## src/rtl/nonce_scheduler.sv

```systemverilog
// nonce_scheduler: job-level sequencer for the hashing module.
// Takes a nonce range and difficulty target from the host, issues one hash per
// nonce through begin/quit pulses, compares each result against the target and
// reports the first winning nonce or range exhaustion. A per-hash watchdog
// recovers a hung hash and retries the same nonce.
//
// Ports:
//   clk, rst                      clock, synchronous active-high reset
//   job_valid/job_ready           host job handshake
//   job_nonce_start/_end/target   job range (inclusive, may wrap) and target
//   abort                         cancel the current job
//   hm_begin/hm_quit/hm_nonce     controls and nonce to the hashing module
//   hm_hash_done/hm_hash          result from the hashing module
//   found_valid/found_nonce/ack   winning nonce report and host consume
//   exhausted, timeout_err        single-cycle event pulses
//   busy                          high whenever not idle
module nonce_scheduler #(
  parameter int unsigned NONCE_W     = 32,
  parameter int unsigned HASH_W      = 256,
  parameter int unsigned TIMEOUT_CYC = 256
) (
  input  logic               clk,
  input  logic               rst,
  input  logic               job_valid,
  output logic               job_ready,
  input  logic [NONCE_W-1:0] job_nonce_start,
  input  logic [NONCE_W-1:0] job_nonce_end,
  input  logic [HASH_W-1:0]  job_target,
  input  logic               abort,
  output logic               hm_begin,
  output logic               hm_quit,
  output logic [NONCE_W-1:0] hm_nonce,
  input  logic               hm_hash_done,
  input  logic [HASH_W-1:0]  hm_hash,
  output logic               found_valid,
  output logic [NONCE_W-1:0] found_nonce,
  input  logic               found_ack,
  output logic               exhausted,
  output logic               timeout_err,
  output logic               busy
);

  localparam int unsigned TMR_W = $clog2(TIMEOUT_CYC);

  typedef enum logic [2:0] {
    S_IDLE   = 3'd0,
    S_LAUNCH = 3'd1,
    S_WAIT   = 3'd2,
    S_QUIT   = 3'd3,
    S_REPORT = 3'd4
  } state_t;

  state_t             state_q, state_d;
  logic               ret_launch_q, ret_launch_d;
  logic [NONCE_W-1:0] nonce_q, nonce_d;
  logic [NONCE_W-1:0] end_q;
  logic [HASH_W-1:0]  target_q;
  logic [TMR_W-1:0]   timer_q;
  logic               job_latch;
  logic               found_load;
  logic               ev_exhaust;
  logic               ev_timeout;

  logic job_ready_d, hm_begin_d, hm_quit_d, found_valid_d, busy_d;

  // State register
  always_ff @(posedge clk) begin
    if (rst) begin
      state_q      <= S_IDLE;
      ret_launch_q <= 1'b0;
    end else begin
      state_q      <= state_d;
      ret_launch_q <= ret_launch_d;
    end
  end

  // Next-state logic; done outranks the watchdog, abort outranks both
  always_comb begin
    state_d      = state_q;
    ret_launch_d = ret_launch_q;
    nonce_d      = nonce_q;
    job_latch    = 1'b0;
    found_load   = 1'b0;
    ev_exhaust   = 1'b0;
    ev_timeout   = 1'b0;
    unique case (state_q)
      S_IDLE: begin
        if (job_valid) begin
          job_latch = 1'b1;
          nonce_d   = job_nonce_start;
          state_d   = S_LAUNCH;
        end
      end
      S_LAUNCH: begin
        if (abort) begin
          ret_launch_d = 1'b0;
          state_d      = S_QUIT;
        end else begin
          state_d = S_WAIT;
        end
      end
      S_WAIT: begin
        if (abort) begin
          ret_launch_d = 1'b0;
          state_d      = S_QUIT;
        end else if (hm_hash_done) begin
          if (hm_hash < target_q) begin
            found_load = 1'b1;
            state_d    = S_REPORT;
          end else if (nonce_q == end_q) begin
            ev_exhaust   = 1'b1;
            ret_launch_d = 1'b0;
            state_d      = S_QUIT;
          end else begin
            nonce_d      = nonce_q + NONCE_W'(1);
            ret_launch_d = 1'b1;
            state_d      = S_QUIT;
          end
        end else if (timer_q == TMR_W'(TIMEOUT_CYC - 1)) begin
          ev_timeout   = 1'b1;
          ret_launch_d = 1'b1;
          state_d      = S_QUIT;
        end
      end
      S_QUIT: begin
        state_d = (ret_launch_q && !abort) ? S_LAUNCH : S_IDLE;
      end
      S_REPORT: begin
        if (abort || found_ack) begin
          ret_launch_d = 1'b0;
          state_d      = S_QUIT;
        end
      end
      default: state_d = S_IDLE;
    endcase
  end

  // Output logic: state-decoded outputs are precomputed from the next state
  // and registered; the event pulses must coincide with the deciding WAIT cycle
  always_comb begin
    job_ready_d   = (state_d == S_IDLE);
    hm_begin_d    = (state_d == S_LAUNCH);
    hm_quit_d     = (state_d == S_QUIT);
    found_valid_d = (state_d == S_REPORT);
    busy_d        = (state_d != S_IDLE);
    exhausted     = ev_exhaust;
    timeout_err   = ev_timeout;
  end

  // Registered outputs
  always_ff @(posedge clk) begin
    if (rst) begin
      job_ready   <= 1'b1;
      hm_begin    <= 1'b0;
      hm_quit     <= 1'b0;
      found_valid <= 1'b0;
      busy        <= 1'b0;
    end else begin
      job_ready   <= job_ready_d;
      hm_begin    <= hm_begin_d;
      hm_quit     <= hm_quit_d;
      found_valid <= found_valid_d;
      busy        <= busy_d;
    end
  end

  // Job datapath; hm_nonce only moves on entry to LAUNCH so it stays stable
  // across the whole hash, including the QUIT cycle
  always_ff @(posedge clk) begin
    if (rst) begin
      nonce_q     <= '0;
      end_q       <= '0;
      target_q    <= '0;
      hm_nonce    <= '0;
      found_nonce <= '0;
    end else begin
      nonce_q <= nonce_d;
      if (job_latch) begin
        end_q    <= job_nonce_end;
        target_q <= job_target;
      end
      if (state_d == S_LAUNCH) hm_nonce <= nonce_d;
      if (found_load) found_nonce <= nonce_q;
    end
  end

  // Watchdog: cleared outside WAIT, so the first WAIT cycle sees zero
  always_ff @(posedge clk) begin
    if (rst) begin
      timer_q <= '0;
    end else if (state_q == S_WAIT) begin
      timer_q <= timer_q + TMR_W'(1);
    end else begin
      timer_q <= '0;
    end
  end

endmodule

```

## config.mk

```make
export PLATFORM = sky130hd
export DESIGN_NAME = nonce_scheduler
export DESIGN_NICKNAME = d
export VERILOG_FILES = /design/src/rtl/nonce_scheduler.sv
export SDC_FILE = /design/constraint.sdc
export NUM_CORES = 1
export LEC_CHECK = 0
export CAP_MARGIN = 20
export CORE_ASPECT_RATIO = 0.5
export CORE_MARGIN = 2
export CORE_UTILIZATION = 42
export DETAILED_ROUTE_END_ITERATION = 10
export PLACE_DENSITY_LB_ADDON = 0.2
export SLEW_MARGIN = 5
export SYNTH_ARGS = -nofsm -noshare
export SYNTH_HDL_FRONTEND = slang
export SYNTH_SLANG_ARGS = --single-unit
```

## constraint.sdc

```tcl
create_clock -name clk -period 4.3 [get_ports clk]
set_input_delay 0.86 -clock clk [delete_from_list [all_inputs] [get_ports clk]]
set_output_delay 0.86 -clock clk [all_outputs]
set_load 0.005 [all_outputs]
```

==> impl_summary.md <==
Synthesis
The number of warnings issued by yosys is 0. The synthesized netlist devotes 1.891% of its cell area to XOR and XNOR gates. After Yosys synthesis, and, or, nand and nor cells account for 20.49% of the synthesized area. In the synthesized netlist the async set-or-reset flop fraction comes to 0%.

After technology mapping, the gate count stands at 2820. The synthesized netlist devotes between 15 and 20% of its cell area to compound gates. Summing the areas of all fa, ha and maj instances in the mapped netlist gives 14.77% of the synthesized area.

The net count after synthesis is 3659. The summed instance area of the synthesized netlist is approximately 22000 sq um. The number of synthesized register bits is 401. The count of flip-flops with a built-in enable after synthesis is 0. The share of synthesized area spent on multiplexers is under 10%.

The most used flip-flop cell after synthesis is sky130_fd_sc_hd__dfxtp_1. After synthesis, the netlist uses 73 different library cells. The average instance area after synthesis is 7.721 sq um.

By area, the combinational part of the netlist is dominated by simple AND/OR/NAND/NOR gates. The sequential element share of the synthesized area is around 37%.

STA
Hold is met by approximately 0.45 ns. Timing would allow up to around 0.22 GHz. The worst path uses 104.6% of the clock period.

The number of slew-limit violations in the final report is 0. The count of final hold-check violations is 0. The routed design could run at a clock period as short as 4.500 ns. The final number of setup-violating endpoints is 1. The final setup skew is 0.02424 ns.

Setup repair after global routing could not meet its margin everywhere. After routing, the total negative slack on setup checks comes to -0.1997 ns. For the pin with the worst max-slew slack, the measured transition is 0.7595 ns. The final worst slack is -0.1997 ns. Headroom to the max-slew limit came out at 49.25%.

Clock network
The insertion delay to the later sink of the worst-skew pair is 0.58 ns. After clock tree synthesis, the clock-pin slew on the worst setup and hold paths is ~0.06 ns. Buffers inserted during clock tree synthesis total 41.

The tree is rooted in a sky130_fd_sc_hd__clkbuf_16. The clock drives 401 sinks. The cts-stage hold buffer count is 0. TritonCTS built the clock tree. The number of buffers on the longest clock path is 3. The maximum level of the CTS H-tree is 2.

Cells and area
The area used by sequential logic in the layout is 8028 sq um. The final design utilization is between 60 and 70%. The final cell count without fillers is about 4300. With fillers left out, the area of the finished cells amounts to 31540 sq um.

The ratio of cells with drive above 1 in the final layout is under 10%. In the layout the commonest cells are sky130_fd_sc_hd__nand2_1 (660), sky130_fd_sc_hd__clkdlybuf4s50_1 (650), sky130_fd_sc_hd__dfxtp_1 (401). In the final design database the tool counted 4352 nets. The area overhead of the layout relative to synthesis is 44.87%.

The most common cell after layout, fill and taps aside is sky130_fd_sc_hd__nand2_1. The number of inserted filler cells in the final layout is approximately 4600. Summing all multi-input logic gate instances after layout gives between 10000 and 15000 sq um.

Global route
The via count of the first global-routing pass was roughly 21000. The largest net degree at the start of global routing is 111. The global-route wire length before repair is 118.9 mm. The overall global routing resource usage is 28.38%.

The leftover overflow at the end of global routing is 0. The initial antenna violation count is 29.

Drt
In the routed layout, each cell is associated on average with a via count of just over 5. The sum of routed wire length over all layers is 79.28 mm. For this run, the detailed router's first-pass iteration total came to 5. The number of nets still failing antenna checks after routing is 0. Dividing the detail-routed wire length by the instance count gives 18.57 um.

The first routing iteration left 1492 violations. In the routed design, unresolved DRC markers number 0. The via count of the routed design is 22157.

Floorplanning
The floorplan step defined a die boundary enclosing 53790 sq um. Measured along the x axis, the die boundary spans 326.0 um. The die is 165.0 um tall.

The core region is 50730 sq um. The initial standard-cell utilization of the core is 42.92%. The cell row count is 58. In this run the count of I/O pins placed on the die edge is 653.

Flow run
The max-capacitance violation count is 0.

Pwr
Summing internal, switching and leakage power gives approximately 12 mW. The worst IR drop on VDD is 0.2705 mV. The static leakage is roughly 13 nW. The power per standard cell area is 371.2 nW/um^2.

Place
The cell area after placement is 29840 sq um. The number of port buffers is about 650. After detailed placement, the design holds a cell count of roughly 4200. The congestion estimate from routability-driven global placement came to 0.9672. The setup slack after placement is -1.210 ns. The sum of net half-perimeters after detailed placement is 61.39 mm.

Min path
The tightest min-delay check is of the flop to flop type.

Worst setup path
The worst setup path is captured at an output pin. For the worst setup path, the data required time is 3.44 ns. The top fanout value on the critical path is 2. The critical path is of the input pin to output pin type. The kind of start point of the critical path is an input pin. The arrival time of data at the critical path endpoint is 3.64 ns.

Status
The checks that failed: negative setup slack. The run finished, with violations left.
critical path, stage by stage:
cell	delay, ns
sky130_fd_sc_hd__clkdlybuf4s50_1	0.42
sky130_fd_sc_hd__ha_1	0.31
sky130_fd_sc_hd__nand4_1	0.19
sky130_fd_sc_hd__buf_4	0.21
sky130_fd_sc_hd__nor4_4	0.31
sky130_fd_sc_hd__buf_4	0.18
sky130_fd_sc_hd__nand4_1	0.11
sky130_fd_sc_hd__nor4_1	0.24
sky130_fd_sc_hd__buf_4	0.16
sky130_fd_sc_hd__o211ai_1	0.09
sky130_fd_sc_hd__nand3_2	0.15
sky130_fd_sc_hd__nor3_4	0.09
sky130_fd_sc_hd__nor4_4	0.15
sky130_fd_sc_hd__buf_2	0.16
routing by layer:
metal | routed length (um) | share of wire [%] | vias up | track usage (%)
met5 | 13 | 0.016 | - | 0
met4 | 3238 | 4.1 | 2 | 13.97
met3 | 4053 | 5.1 | 175 | 4.612
met2 | 39290 | 50 | 634 | 49.09
met1 | 32690 | 41 | 10304 | 34.58
li1 | - | - | 11042 | -
timing repair:
item | 4_1_cts | 5_1_grt
endpoints found under the setup margin | 2 | 1
pin swaps | 17 | 3
resized for setup | 20 | 2
buffers inserted | 4 | 0
cloned | 0 | 0
hold endpoints to repair | 0 | 0
final cells by class:
type,count,area share [%]
diodes,36,0.2856
clock buffers,52,3.606
clock inverters,22,1.083
inverters,271,3.225
multi-input cells,1997,38.94
flip-flops and latches,401,25.45
well taps,690,2.737
repair buffers,801,24.67
flip-flops by register name, indices dropped and copies added, names as in the netlist:
register,count
found_nonce,32
hm_nonce,32
ret_launch_q,1
busy,1
target_q,256
job_ready,1
hm_quit,1
hm_begin,1
state_q,3
found_valid,1
end_q,32
timer_q,8
nonce_q,32
synthesized netlist by cell type (12+ instances only):
library cell               count  area, sq um
sky130_fd_sc_hd__xor2_1       37        324.1
sky130_fd_sc_hd__a211oi_1     35        262.8
sky130_fd_sc_hd__o21ai_0      51        255.2
sky130_fd_sc_hd__a21o_1       15        112.6
sky130_fd_sc_hd__a31oi_1      12        75.07
sky130_fd_sc_hd__ha_1        257         3216
sky130_fd_sc_hd__dfxtp_1     401         8028
sky130_fd_sc_hd__and3_1       17        106.4
sky130_fd_sc_hd__nand4_1      62        387.9
sky130_fd_sc_hd__o22ai_1      13        81.33
sky130_fd_sc_hd__a21oi_1     400         2002
sky130_fd_sc_hd__clkbuf_1    134        503.0
sky130_fd_sc_hd__nor2_1      118        442.9
sky130_fd_sc_hd__inv_1       271         1017
sky130_fd_sc_hd__mux2i_1      37        370.4
sky130_fd_sc_hd__nand3_1      58        290.3
sky130_fd_sc_hd__nor4_1       30        187.7
sky130_fd_sc_hd__nand2_1     661         2481
sky130_fd_sc_hd__nor3_1       30        150.1
sky130_fd_sc_hd__a22oi_1      26        195.2
logic make-up after synthesis:
group / after synthesis
multiplexers: 38
adder cells (fa/ha/maj): 257
XOR/XNOR: 47
buffers and inverters: 422
AND/OR/NAND/NOR: 1027
flip-flops: 401
AO/OA/AOI/OAI: 628
final timing paths:
check           startpoint             to  slack [ns]  depth (start not counted)
min reg2reg  target_q[167]  target_q[167]        0.45                          2
max           hm_hash[242]      exhausted       -0.20                         14
max reg2reg  target_q[245]    nonce_q[27]        0.46                         15
min          target_q[167]  target_q[167]        0.45                          2
report_power, final:
| group | internal (mW) | switching [mW] |
|---|---|---|
| sequential | 4.13 | 0.292 |
| clock | 2.32 | 1.68 |
| combinational | 1.56 | 1.72 |
| total | 8.02 | 3.69 |
Power figures use the tool's default switching activity.
